### src/rtl/multi_rate_circular_buffer_if.sv
// Handshake bundle for the multi-rate circular buffer: producer write port,
// consumer head window, pop request and status flags.
interface multi_rate_circular_buffer_if #(
  parameter int SIZE       = 16,
  parameter int WRITE_SIZE = 4,
  parameter int READ_SIZE  = 4,
  parameter int DATA_WIDTH = 8
);
  logic [WRITE_SIZE-1:0][DATA_WIDTH-1:0] in;
  logic                                  wr_valid;
  logic [$clog2(WRITE_SIZE+1)-1:0]       wr_count;
  logic                                  wr_ready;
  logic [READ_SIZE-1:0][DATA_WIDTH-1:0]  out;
  logic [READ_SIZE-1:0]                  out_valid;
  logic                                  rd_pop;
  logic [$clog2(READ_SIZE+1)-1:0]        rd_count;
  logic                                  rd_err;
  logic                                  flush;
  logic [$clog2(SIZE+1)-1:0]             occupancy;
  logic                                  full;
  logic                                  empty;

  modport master (
    output in, wr_valid, wr_count, rd_pop, rd_count, flush,
    input  wr_ready, out, out_valid, rd_err, occupancy, full, empty
  );

  modport slave (
    input  in, wr_valid, wr_count, rd_pop, rd_count, flush,
    output wr_ready, out, out_valid, rd_err, occupancy, full, empty
  );
endinterface

### src/rtl/multi_rate_circular_buffer.sv
// Circular buffer taking 0..WRITE_SIZE words per cycle and exposing a
// READ_SIZE-word head window that is popped 0..READ_SIZE words per cycle.
module multi_rate_circular_buffer #(
  parameter int SIZE       = 16,
  parameter int WRITE_SIZE = 4,
  parameter int READ_SIZE  = 4,
  parameter int DATA_WIDTH = 8
) (
  input logic                         clk,
  input logic                         rst,
  multi_rate_circular_buffer_if.slave bus
);
  localparam int PW  = $clog2(SIZE);
  localparam int OW  = $clog2(SIZE + 1);
  localparam int WCW = $clog2(WRITE_SIZE + 1);
  localparam int RCW = $clog2(READ_SIZE + 1);

  localparam logic [WCW-1:0] WR_MAX  = WCW'(WRITE_SIZE);
  localparam logic [RCW-1:0] RD_MAX  = RCW'(READ_SIZE);
  localparam logic [OW-1:0]  OCC_MAX = OW'(SIZE);

  logic [DATA_WIDTH-1:0] mem [SIZE];
  logic [PW-1:0]         wr_ptr;
  logic [PW-1:0]         rd_ptr;
  logic [OW-1:0]         occ;
  logic                  rd_err_q;

  logic [OW-1:0] space;
  logic [OW-1:0] wr_amt;
  logic [OW-1:0] rd_amt;
  logic          wr_ok;
  logic          pop_ok;
  logic          wr_acc;
  logic          rd_acc;
  logic          rd_rej;
  logic [PW-1:0] wr_idx [WRITE_SIZE];

  logic [READ_SIZE-1:0][DATA_WIDTH-1:0] win;
  logic [READ_SIZE-1:0]                 win_valid;

  // Acceptance is judged purely on pre-edge occupancy, so a write and a pop
  // in the same cycle never see each other.
  // NOTE: every signal in this block is assigned on every path, so no latch can be inferred.
  always_comb begin
    space  = OCC_MAX - occ;
    wr_ok  = (OW'(bus.wr_count) <= space) && (bus.wr_count <= WR_MAX);
    pop_ok = (OW'(bus.rd_count) <= occ) && (bus.rd_count <= RD_MAX);
    wr_acc = bus.wr_valid && wr_ok && !bus.flush && (bus.wr_count != '0);
    rd_acc = bus.rd_pop && pop_ok && !bus.flush && (bus.rd_count != '0);
    rd_rej = bus.rd_pop && !pop_ok;
    wr_amt = wr_acc ? OW'(bus.wr_count) : '0;
    rd_amt = rd_acc ? OW'(bus.rd_count) : '0;
    for (int k = 0; k < WRITE_SIZE; k++) begin
      wr_idx[k] = wr_ptr + PW'(k);
    end
  end

  // NOTE: state registers use non-blocking assignments so each one samples pre-edge values.
  always_ff @(posedge clk or negedge rst) begin
    if (!rst) begin
      wr_ptr   <= '0;
      rd_ptr   <= '0;
      occ      <= '0;
      rd_err_q <= 1'b0;
    end else if (bus.flush) begin
      wr_ptr   <= '0;
      rd_ptr   <= '0;
      occ      <= '0;
      rd_err_q <= 1'b0;
    end else begin
      if (wr_acc) wr_ptr <= wr_ptr + PW'(bus.wr_count);
      if (rd_acc) rd_ptr <= rd_ptr + PW'(bus.rd_count);
      occ      <= occ + wr_amt - rd_amt;
      rd_err_q <= rd_rej;
    end
  end

  // NOTE: the storage array is reset because the head window must read all-zero while reset is held.
  always_ff @(posedge clk or negedge rst) begin
    if (!rst) begin
      for (int i = 0; i < SIZE; i++) begin
        mem[i] <= '0;
      end
    end else if (wr_acc) begin
      for (int k = 0; k < WRITE_SIZE; k++) begin
        if (WCW'(k) < bus.wr_count) mem[wr_idx[k]] <= bus.in[k];
      end
    end
  end

  // Head window wraps through natural pointer overflow; slots beyond occupancy show stale data.
  always_comb begin
    for (int j = 0; j < READ_SIZE; j++) begin
      win[j]       = mem[rd_ptr + PW'(j)];
      win_valid[j] = OW'(j) < occ;
    end
  end

  assign bus.out       = win;
  assign bus.out_valid = win_valid;
  assign bus.wr_ready  = wr_ok;
  assign bus.occupancy = occ;
  assign bus.full      = (occ == OCC_MAX);
  assign bus.empty     = (occ == '0);
  assign bus.rd_err    = rd_err_q;
endmodule

### src/flat_wrapper.sv
// flat-port wrapper written by rule: the top's interface ports become plain ports
module multi_rate_circular_buffer_flat 
#(
  parameter int SIZE       = 16,
  parameter int WRITE_SIZE = 4,
  parameter int READ_SIZE  = 4,
  parameter int DATA_WIDTH = 8
)
  (clk, rst, bus_in, bus_wr_valid, bus_wr_count, bus_rd_pop, bus_rd_count, bus_flush, bus_wr_ready, bus_out, bus_out_valid, bus_rd_err, bus_occupancy, bus_full, bus_empty);
  multi_rate_circular_buffer_if #(.SIZE(SIZE), .WRITE_SIZE(WRITE_SIZE), .READ_SIZE(READ_SIZE), .DATA_WIDTH(DATA_WIDTH)) bus_i ();
  input logic clk;
  input logic rst;
  input wire logic [$bits(bus_i.in)-1:0] bus_in;
  input wire logic [$bits(bus_i.wr_valid)-1:0] bus_wr_valid;
  input wire logic [$bits(bus_i.wr_count)-1:0] bus_wr_count;
  input wire logic [$bits(bus_i.rd_pop)-1:0] bus_rd_pop;
  input wire logic [$bits(bus_i.rd_count)-1:0] bus_rd_count;
  input wire logic [$bits(bus_i.flush)-1:0] bus_flush;
  output wire logic [$bits(bus_i.wr_ready)-1:0] bus_wr_ready;
  output wire logic [$bits(bus_i.out)-1:0] bus_out;
  output wire logic [$bits(bus_i.out_valid)-1:0] bus_out_valid;
  output wire logic [$bits(bus_i.rd_err)-1:0] bus_rd_err;
  output wire logic [$bits(bus_i.occupancy)-1:0] bus_occupancy;
  output wire logic [$bits(bus_i.full)-1:0] bus_full;
  output wire logic [$bits(bus_i.empty)-1:0] bus_empty;
  assign bus_i.in = bus_in;
  assign bus_i.wr_valid = bus_wr_valid;
  assign bus_i.wr_count = bus_wr_count;
  assign bus_i.rd_pop = bus_rd_pop;
  assign bus_i.rd_count = bus_rd_count;
  assign bus_i.flush = bus_flush;
  assign bus_wr_ready = bus_i.wr_ready;
  assign bus_out = bus_i.out;
  assign bus_out_valid = bus_i.out_valid;
  assign bus_rd_err = bus_i.rd_err;
  assign bus_occupancy = bus_i.occupancy;
  assign bus_full = bus_i.full;
  assign bus_empty = bus_i.empty;
  multi_rate_circular_buffer #(.SIZE(SIZE), .WRITE_SIZE(WRITE_SIZE), .READ_SIZE(READ_SIZE), .DATA_WIDTH(DATA_WIDTH)) u_core (.clk(clk), .rst(rst), .bus(bus_i));
endmodule
### config.mk
export PLATFORM = sky130hd
export DESIGN_NAME = multi_rate_circular_buffer_flat
export DESIGN_NICKNAME = d
export VERILOG_FILES = /design/src/rtl/multi_rate_circular_buffer_if.sv /design/src/rtl/multi_rate_circular_buffer.sv /design/src/flat_wrapper.sv
export SDC_FILE = /design/constraint.sdc
export NUM_CORES = 1
export LEC_CHECK = 0
export BUFFER_PORTS_ARGS = -buffer_cell sky130_fd_sc_hd__buf_2
export CAP_MARGIN = 20
export CORE_ASPECT_RATIO = 1.1
export CORE_MARGIN = 5
export CORE_UTILIZATION = 43
export CTS_CLUSTER_SIZE = 40
export DETAILED_ROUTE_END_ITERATION = 16
export MAX_ROUTING_LAYER = met4
export PLACE_DENSITY = 0.64
export SETUP_SLACK_MARGIN = 0.5
export SYNTH_ARGS = -nofsm -noshare
export SYNTH_HDL_FRONTEND = slang
export SYNTH_SLANG_ARGS = --single-unit
### constraint.sdc
create_clock -name clk -period 7.6 [get_ports clk]
set_input_delay 1.52 -clock clk [delete_from_list [all_inputs] [get_ports clk]]
set_output_delay 1.52 -clock clk [all_outputs]
set_load 0.005 [all_outputs]
; Yosys cells after proc, flatten, opt, wreduce, memory -nomap -nowiden
; Cells that the tools add are included.
; W data, S select, Z words.
[totals]
in_bits = 43
elab_cells = 123
regBits = 142
out_inout_bits = 45
[classes]
muxes = 39
n_lt_le_gt_ge = 24
n_eq_ne = 1
n_bitwise = 8
n_reduce_logical = 20
addsub = 11
[ops]
columns = cell, count
row1 = $mux W128, 7
row2 = $bwmux W128, 4
row3 = $bmux W8 S4, 4
row4 = $demux W8 S4, 4
row5 = $mux W8, 12
row6 = $ge A5 B5 Y1 const B, 8
row7 = $not A4 Y5, 8
row8 = $lt A5 B1 Y1 const B, 4
row9 = $add A4 B2 Y4 const B, 4
row10 = $mux W4, 4
row11 = $logic_and A1 B1 Y1, 13
row12 = $le A3 B5 Y1, 2
row13 = $lt A1 B5 Y1 const A, 2
row14 = $lt A2 B5 Y1 const A, 2
row15 = $add A4 B1 Y4 const B, 2
row16 = $add A4 B3 Y4, 2
row17 = $le A3 B3 Y1 const B, 2
row18 = $lt A1 B3 Y1 const A, 2
row19 = $lt A2 B3 Y1 const A, 2
row20 = $mux W3, 2
row21 = $reduce_bool A3 Y1, 2
row22 = $add A5 B5 Y5, 1
row23 = $eq A5 B5 Y1 const B, 1
row24 = $logic_not A5 Y1, 1
row25 = other kinds (6), 8

; Logic depth before layout (Yosys ltp)
; Gate-level depths: netlist (run 1).
[depth]
depth_word = 16
ltp_mapped = 17
mapped_depth_nobuf = 16

; Least setup slack after synthesis (run 1)
; OpenSTA, ideal clock, no wires.
[synth_timing]
path_type = register -> output
startpoint = reg u_core.rd_ptr[0]
endpoint = out bus_out[27]
t_arrival_ns = 3.096
path_stages_with_launch = 13
n_path_buf = 7
slack_ns = 2.984
cell_sequence = dfrtp_1 clkbuf_1 buf_2 buf_2 buf_2 inv_1 ha_1 buf_2 buf_1 clkbuf_1 mux4_2 mux2i_1 mux2i_1
[synth_via]
elab_chain_cells = 5
[synth_rtl]
columns = item, line_no
row1 = "start, declared", multi_rate_circular_buffer.sv:24  ; logic [PW-1:0] rd_ptr;
row2 = "start signal, assigned", multi_rate_circular_buffer.sv:72  ; if (rd_acc) rd_ptr <= rd_ptr + PW'(bus.rd_count);
row3 = $add A4 B2 Y4, multi_rate_circular_buffer.sv:94  ; win[j] = mem[rd_ptr + PW'(j)];
row4 = $not A4 Y5 (not written as such), multi_rate_circular_buffer.sv:94
row5 = $bmux W8 S4, multi_rate_circular_buffer.sv:94
row6 = $mux W8 (not written as such) (2 in series), multi_rate_circular_buffer.sv:94
row7 = "end, declared", flat_wrapper.sv:20  ; output wire logic [$bits(bus_i.out)-1:0] bus_out;
; No other way between the ends. The select of a mux whose other input is x is not followed.

; Worst setup path after layout (run 1)
[layout_timing]
startpoint = reg u_core.rd_ptr[1]
endpoint = out bus_out[15]
[layout_via]
elab_chain_cells = 5
[layout_rtl]
columns = item, line_no
row1 = $add A4 B1 Y4, multi_rate_circular_buffer.sv:94
row2 = $not A4 Y5 (not written as such), multi_rate_circular_buffer.sv:94
row3 = $bmux W8 S4, multi_rate_circular_buffer.sv:94
row4 = $mux W8 (not written as such) (2 in series), multi_rate_circular_buffer.sv:94
; No other way between the ends. The select of a mux whose other input is x is not followed.

==> impl_metrics.yaml, run 1 <==
setup_path:
  end_kind: "output pin"
  critPathLaunchType: "flip-flop"
  reg2regPathDepth: 17
  critPathCapture: "bus_out[15]"
  cp.required_ps: 6080
  critPathMaxFanout: 52
  r2r_start: "u_core.bus.occupancy[1]$_DFF_PN0_"
  ff2ff_setup_slack_ps: 3520
  crit_arrival_ps: 4510
  worstSetupStartpoint: "u_core.rd_ptr[1]$_DFFE_PN0P_"
  rr_endpoint: "u_core.bus.occupancy[4]$_DFF_PN0_"
  critical_path_class: "flip-flop to output pin"
timing:
  fmax_ghz: 0.166
  setup_slack_ps: 1570
  finalCritPeriodShare_pct: 79.4
  setup_violations: 0
  finalMaxSlewViolations: 0
  worst_pin_slew_ps: 1290
  rsz0062_at_grt: "false"
  relSlewSlack_pct: 14.1
  timing.final.crit_period_ps: 6030
  finalClockSkew_ps: 11.9
  finalHoldViolations: 0
  finalSetupTns_ps: 0
grt:
  track_usage_pct: 37.2
  first_global_vias: 15800
  antenna_found_initial: 2
  grt.overflow.total: 0
  grt_start_max_net_pins: 65
  grt_pass1_wl_um: 111000
logic_synthesis:
  synth-edff-count: 0
  syn_nets: 1787
  synthArstFlopShare_pct: 100
  synth_cell_types: 65
  ys_dominant_reg_cell: "dfrtp_1"
  yosys_register_bits: 142
  netlist_area_um2: 16100
  ys_warn_count: 0
  synthCells: 1712
  avgSynthCellArea_um2: 9.39
  ys_seq_area_share_pct: 22.1
  yosysTopAreaCell: "dfrtp_1"
  synth.area.top_cells: "dfrtp_1 (22%), mux4_2 (16%), mux2i_1 (15%)"
  synth_top_area_share_pct: 22.1
cts:
  cts-resized-gates: 0
  ctsHoldBuffers: 0
  clock-root-buffer: "clkbuf_16"
  ctsLongestPathBuffers: 2
  clk_transition_reported_paths_ps: 70
  cts_inserted_buffers: 17
  postCtsSetupBuffers: 0
  clk_latency_ps: 470
  clkSinkCount: 142
  htree_levels: 4
  tritoncts: "yes"
pwr:
  powerDensity_nw_per_um2: 364
  comb_power_share_pct: 54.0
  power.total_mw: 6.37
  p_leak_nw: 6.09
  p_switching_mw: 3.07
  switching_share_pct: 48.2
  p_clk_share_pct: 15.7
  p_int_mw: 3.30
  power_frac_seq_pct: 30.3
  ir_drop_uv: 178
floorplan:
  row_count: 74
  num_io_pins: 88
  start_util_pct: 43.4
  die-height_um: 213
  core_area_um2: 37000
  die-area_um2: 41400
  dieWidth_um: 194
min_path:
  hold_class: "flip-flop to flip-flop"
route:
  dr_total_vias: 16500
  avgRoutedWirePerCell_um: 34.6
  dr.pass1.iters: 8
  via_per_inst: 7.45
  dr.first_iter.drc_count: 2563
  ant_nets: 0
  drcViolationCount: 0
  drt-total-wl_um: 76600
cells_and_area:
  syn_to_final_growth_pct: 8.88
  layout-drive-gt1-share_pct: 21.0
  layout.nets: 1779
placement:
  post-place-ws_ps: 2030
  port_buffers: 87
  dp_hpwl_um: 54600
  gp_congestion: 1.04
status:
  status: "complete, no violations"
run:
  cap_violations: 0
==> Yosys cell counts, types with 3 or more instances <==
master    number
xor2_1         7
and2_1        11
buf_1         14
o32ai_2        3
a21oi_1       34
o21ai_0        6
fa_1           5
nor3_1        48
nand3_1      151
clkbuf_1      91
buf_4         11
mux2i_1      239
buf_6          7
ha_1          27
inv_1         25
a21o_1         7
nor2_1       149
a211oi_1      25
a221oi_1      31
nor2_2         3
nor4_1        18
nor2b_1       28
xnor2_1        4
nand2b_1       7
nor3_4         7
nand4_1       16
a211o_1        6
mux4_2       112
nand2_1      119
o31ai_1        3
dfrtp_1      142
nand3_2       10
xor2_2         3
a311oi_1      14
mux2_2        31
a31oi_1       96
a221o_1       88
buf_2         41
o21a_1         5
or3_1          3
o221ai_1      30
o211ai_1       4
==> layer usage <==
layer / vias to the layer above / share of wire, % / track usage (%)
met5: - / 0 / -
met4: 0 / 5.7 / 17.4
met3: 280 / 14 / 12.0
met2: 1279 / 42 / 53.0
met1: 8121 / 38 / 48.3
li1: 6790 / - / -
==> worst min-delay path by stage <==
stage                                start                           to  slack, ps  cells after the start
2_1_floorplan  u_core.mem[100]$_DFFE_PN0N_  u_core.mem[100]$_DFFE_PN0N_        570                      2
3_3_place_gp    u_core.mem[95]$_DFFE_PN0N_   u_core.mem[95]$_DFFE_PN0N_        630                      2
3_5_place_dp   u_core.mem[121]$_DFFE_PN0N_  u_core.mem[121]$_DFFE_PN0N_        640                      2
4_1_cts        u_core.mem[121]$_DFFE_PN0N_  u_core.mem[121]$_DFFE_PN0N_        640                      2
5_1_grt        u_core.mem[121]$_DFFE_PN0N_  u_core.mem[121]$_DFFE_PN0N_        670                      2
6_report       u_core.mem[121]$_DFFE_PN0N_  u_core.mem[121]$_DFFE_PN0N_        650                      2
==> cell usage in the layout, fill, tap and decap left out, types with 18 or more instances in the layout <==
master    Yosys  routed
mux2i_1     239     239
nor2b_1      28      28
buf_4        11      48
nor3_1       48      47
mux2_2       31      31
a211oi_1     25      25
a31oi_1      96      96
mux4_2      112     112
inv_1        25      25
a21oi_1      34      34
nand3_1     151     151
ha_1         27      26
nor4_1       18      18
dfrtp_1     142     140
buf_2        41      86
a221o_1      88      88
o221ai_1     30      30
a221oi_1     31      30
nand2_1     119     119
nor2_1      149     148
==> per-stage QoR <==
step                hold WS (ps)  util, %  area, um^2  std cells
detailed placement           636     45.4       16800       2174
finish                       645     47.3       17500       2212
floorplan                    575        -       16100       1712
CTS                          644     47.1       17500       2206
global route                 673     47.3       17500       2212
global placement             626     45.3       16800       2171
==> power groups by stage <==
stage	combinational [mW]	clock [mW]	sequential [mW]
2_1_floorplan	2.49	0	1.38
3_3_place_gp	3.33	0	1.82
3_5_place_dp	3.38	0	1.84
4_1_cts	3.39	0.997	1.83
5_1_grt	3.67	1.03	1.92
6_report	3.44	0.998	1.93
==> worst max-delay path, cell delays in order, from the launching register on <==
cell      delay (ps)
dfrtp_2          340
buf_4            500
inv_1            530
ha_2            1170
clkinv_1         590
mux4_2           590
a21oi_1          170
buf_2            140
==> flip-flops by register name (all words and copies together) (netlist names) <==
signal / flops
u_core.rd_ptr: 4
u_core.mem: 128
u_core.wr_ptr: 4
u_core.bus.occupancy: 5
u_core.bus.rd_err: 1
==> area by class of cell <==
type,count,area (um^2)
Timing Repair Buffer,137,825
Tap cell,494,618
Antenna cell,1,2.50
Multi-Input combinational cell,1380,11700
Clock buffer,21,460
Clock inverter,11,201
Fill cell,3586,19500
Inverter,26,97.6
Sequential cell,142,3560
==> cell families after synthesis <==
kind of cell,after synthesis,share of synthesized area (%)
buffers and inverters,190,5.34
muxes,382,32.7
AOI/OAI and AO/OA,366,18.1
adders and majority gates,32,2.72
and+or+nand+nor,584,17.9
xor gates and xnor gates,16,1.11
DFF,142,22.1
No activity file was read; power rests on OpenSTA's default activity.
==> run 2: changes to the inputs <==
Clock period 7.6 ns to 5.67 ns, I/O delays scaled along.
==> impl_metrics.yaml, run 2 (synthesis gave the netlist of run 1 again) <==
status:
  status: "complete, no violations"
floorplan:
  start_util_pct: 43.4
  num_io_pins: 88
  row_count: 74
  dieWidth_um: 194
  core_area_um2: 37000
  die-height_um: 213
  die-area_um2: 41400
pwr:
  p_leak_nw: 6.06
  powerDensity_nw_per_um2: 480
  ir_drop_uv: 213
setup_path:
  path_buf_inv: 3
  reg2regPathDepth: 15
  critical_path.slowest_cell: "mux4_2"
  end_kind: "output pin"
  critPathLaunchType: "flip-flop"
  cp.required_ps: 4540
  crit_arrival_ps: 3280
  crit_family: "buffers and inverters"
  rr_endpoint: "u_core.bus.occupancy[3]$_DFF_PN0_"
  crit_path_cell_trace: "buf_12 > ha_1 > xor2_2 > buf_4 > mux4_2 > a21oi_1 > buf_2"
  ff2ff_setup_slack_ps: 1660
  critical_path_class: "flip-flop to output pin"
  critPathMaxFanout: 132
  r2r_start: "u_core.bus.occupancy[0]$_DFF_PN0_"
  slowest_delay_ps: 560
run:
  cap_violations: 0
route:
  dr.pass1.iters: 10
  ant_nets: 0
  drt-total-wl_um: 72300
  dr_total_vias: 16600
  via_per_inst: 7.53
  dr.first_iter.drc_count: 2588
  avgRoutedWirePerCell_um: 32.7
  drcViolationCount: 0
grt:
  antenna_found_initial: 1
  track_usage_pct: 34.8
  grt_pass1_wl_um: 105000
  grt.overflow.total: 0
  first_global_vias: 15700
  grt_start_max_net_pins: 133
cells_and_area:
  top_register: "u_core.mem"
  largest_reg_flops: 128
  layout.nets: 1778
  layout-drive-gt1-share_pct: 20.9
  fin_util_pct: 47.3
  final_common_cell: "mux2i_1"
  layout_common_cells: "mux2i_1 (239), nand3_1 (151), nor2_1 (148)"
  syn_to_final_growth_pct: 8.93
timing:
  timing.final.crit_period_ps: 4410
  fmax_ghz: 0.227
  rsz0062_at_grt: "false"
  finalHoldViolations: 0
  finalMaxSlewViolations: 0
  worst_pin_slew_ps: 1260
  finalSetupTns_ps: 0
  whs_ps: 622
  relSlewSlack_pct: 15.9
  setup_violations: 0
  finalCritPeriodShare_pct: 77.8
  finalClockSkew_ps: 15.9
placement:
  port_buffers: 87
  dp_hpwl_um: 50400
  gp_congestion: 1.09
min_path:
  hold_class: "input port to async pin"
cts:
  clk_latency_ps: 460
  tritoncts: "yes"
  htree_levels: 4
  postCtsSetupBuffers: 0
  clkSinkCount: 142
  cts_inserted_buffers: 17
  clk_transition_reported_paths_ps: 70
  ctsHoldBuffers: 0
  ctsLongestPathBuffers: 2
  cts-resized-gates: 0
  clock-root-buffer: "clkbuf_16"
==> run 2: cell types whose count changed in the layout (fill, tap and decap cells not counted), sizes merged <==
cell,delta
clkinvlp,+6
clkbuf,-2
inv,-3
buf,-2
==> run 2: stage by stage <==
step / total power [mW] / instances / area, um^2 / worst slack [ps]
global route: 8.71 / 2211 / 17500 / 1020
floorplan: 5.19 / 1712 / 16100 / 1440
detailed placement: 6.86 / 2174 / 16800 / 1240
global placement: 6.72 / 2171 / 16800 / 1400
finish: 8.40 / 2211 / 17500 / 1260
CTS: 8.14 / 2206 / 17500 / 1190
==> run 2: how the worst max path moves through the flow <==
stage,startpoint,end,slack (ps),cells past startpoint
after floorplan,u_core.rd_ptr[0]$_DFFE_PN0P_,bus_out[27],1440,12
after CTS,u_core.rd_ptr[0]$_DFFE_PN0P_,bus_out[12],1190,7
after global routing,u_core.rd_ptr[0]$_DFFE_PN0P_,bus_out[12],1020,7
after detailed placement,bus_wr_count[2],u_core.bus.occupancy[3]$_DFF_PN0_,1240,13
final,u_core.rd_ptr[0]$_DFFE_PN0P_,bus_out[12],1260,7
after global placement,bus_wr_count[2],u_core.bus.occupancy[4]$_DFF_PN0_,1400,15
==> run 2: area by class of cell <==
type	count	area, um^2
inverters	26	97.6
clock inverters	14	216
fillers	3518	19500
flip-flops and latches	142	3560
multi-input cells	1380	11700
clock buffers	18	429
diodes	1	2.50
well taps	494	618
repair buffers	136	858
==> run 2: routing by layer <==
metal  GRT usage, %  part of all wire (%)
met1           44.0                    36
met2           49.3                    41
met3           13.1                    16
met4           17.1                   6.0
met5              -                     0
==> run 2: where the power goes <==
part	switching [mW]	internal (mW)	total, mW	leakage (nW)
logic	2.40	2.19	4.59	4.29
clock network	0.511	0.781	1.29	0.291
registers	1.08	1.43	2.52	1.48
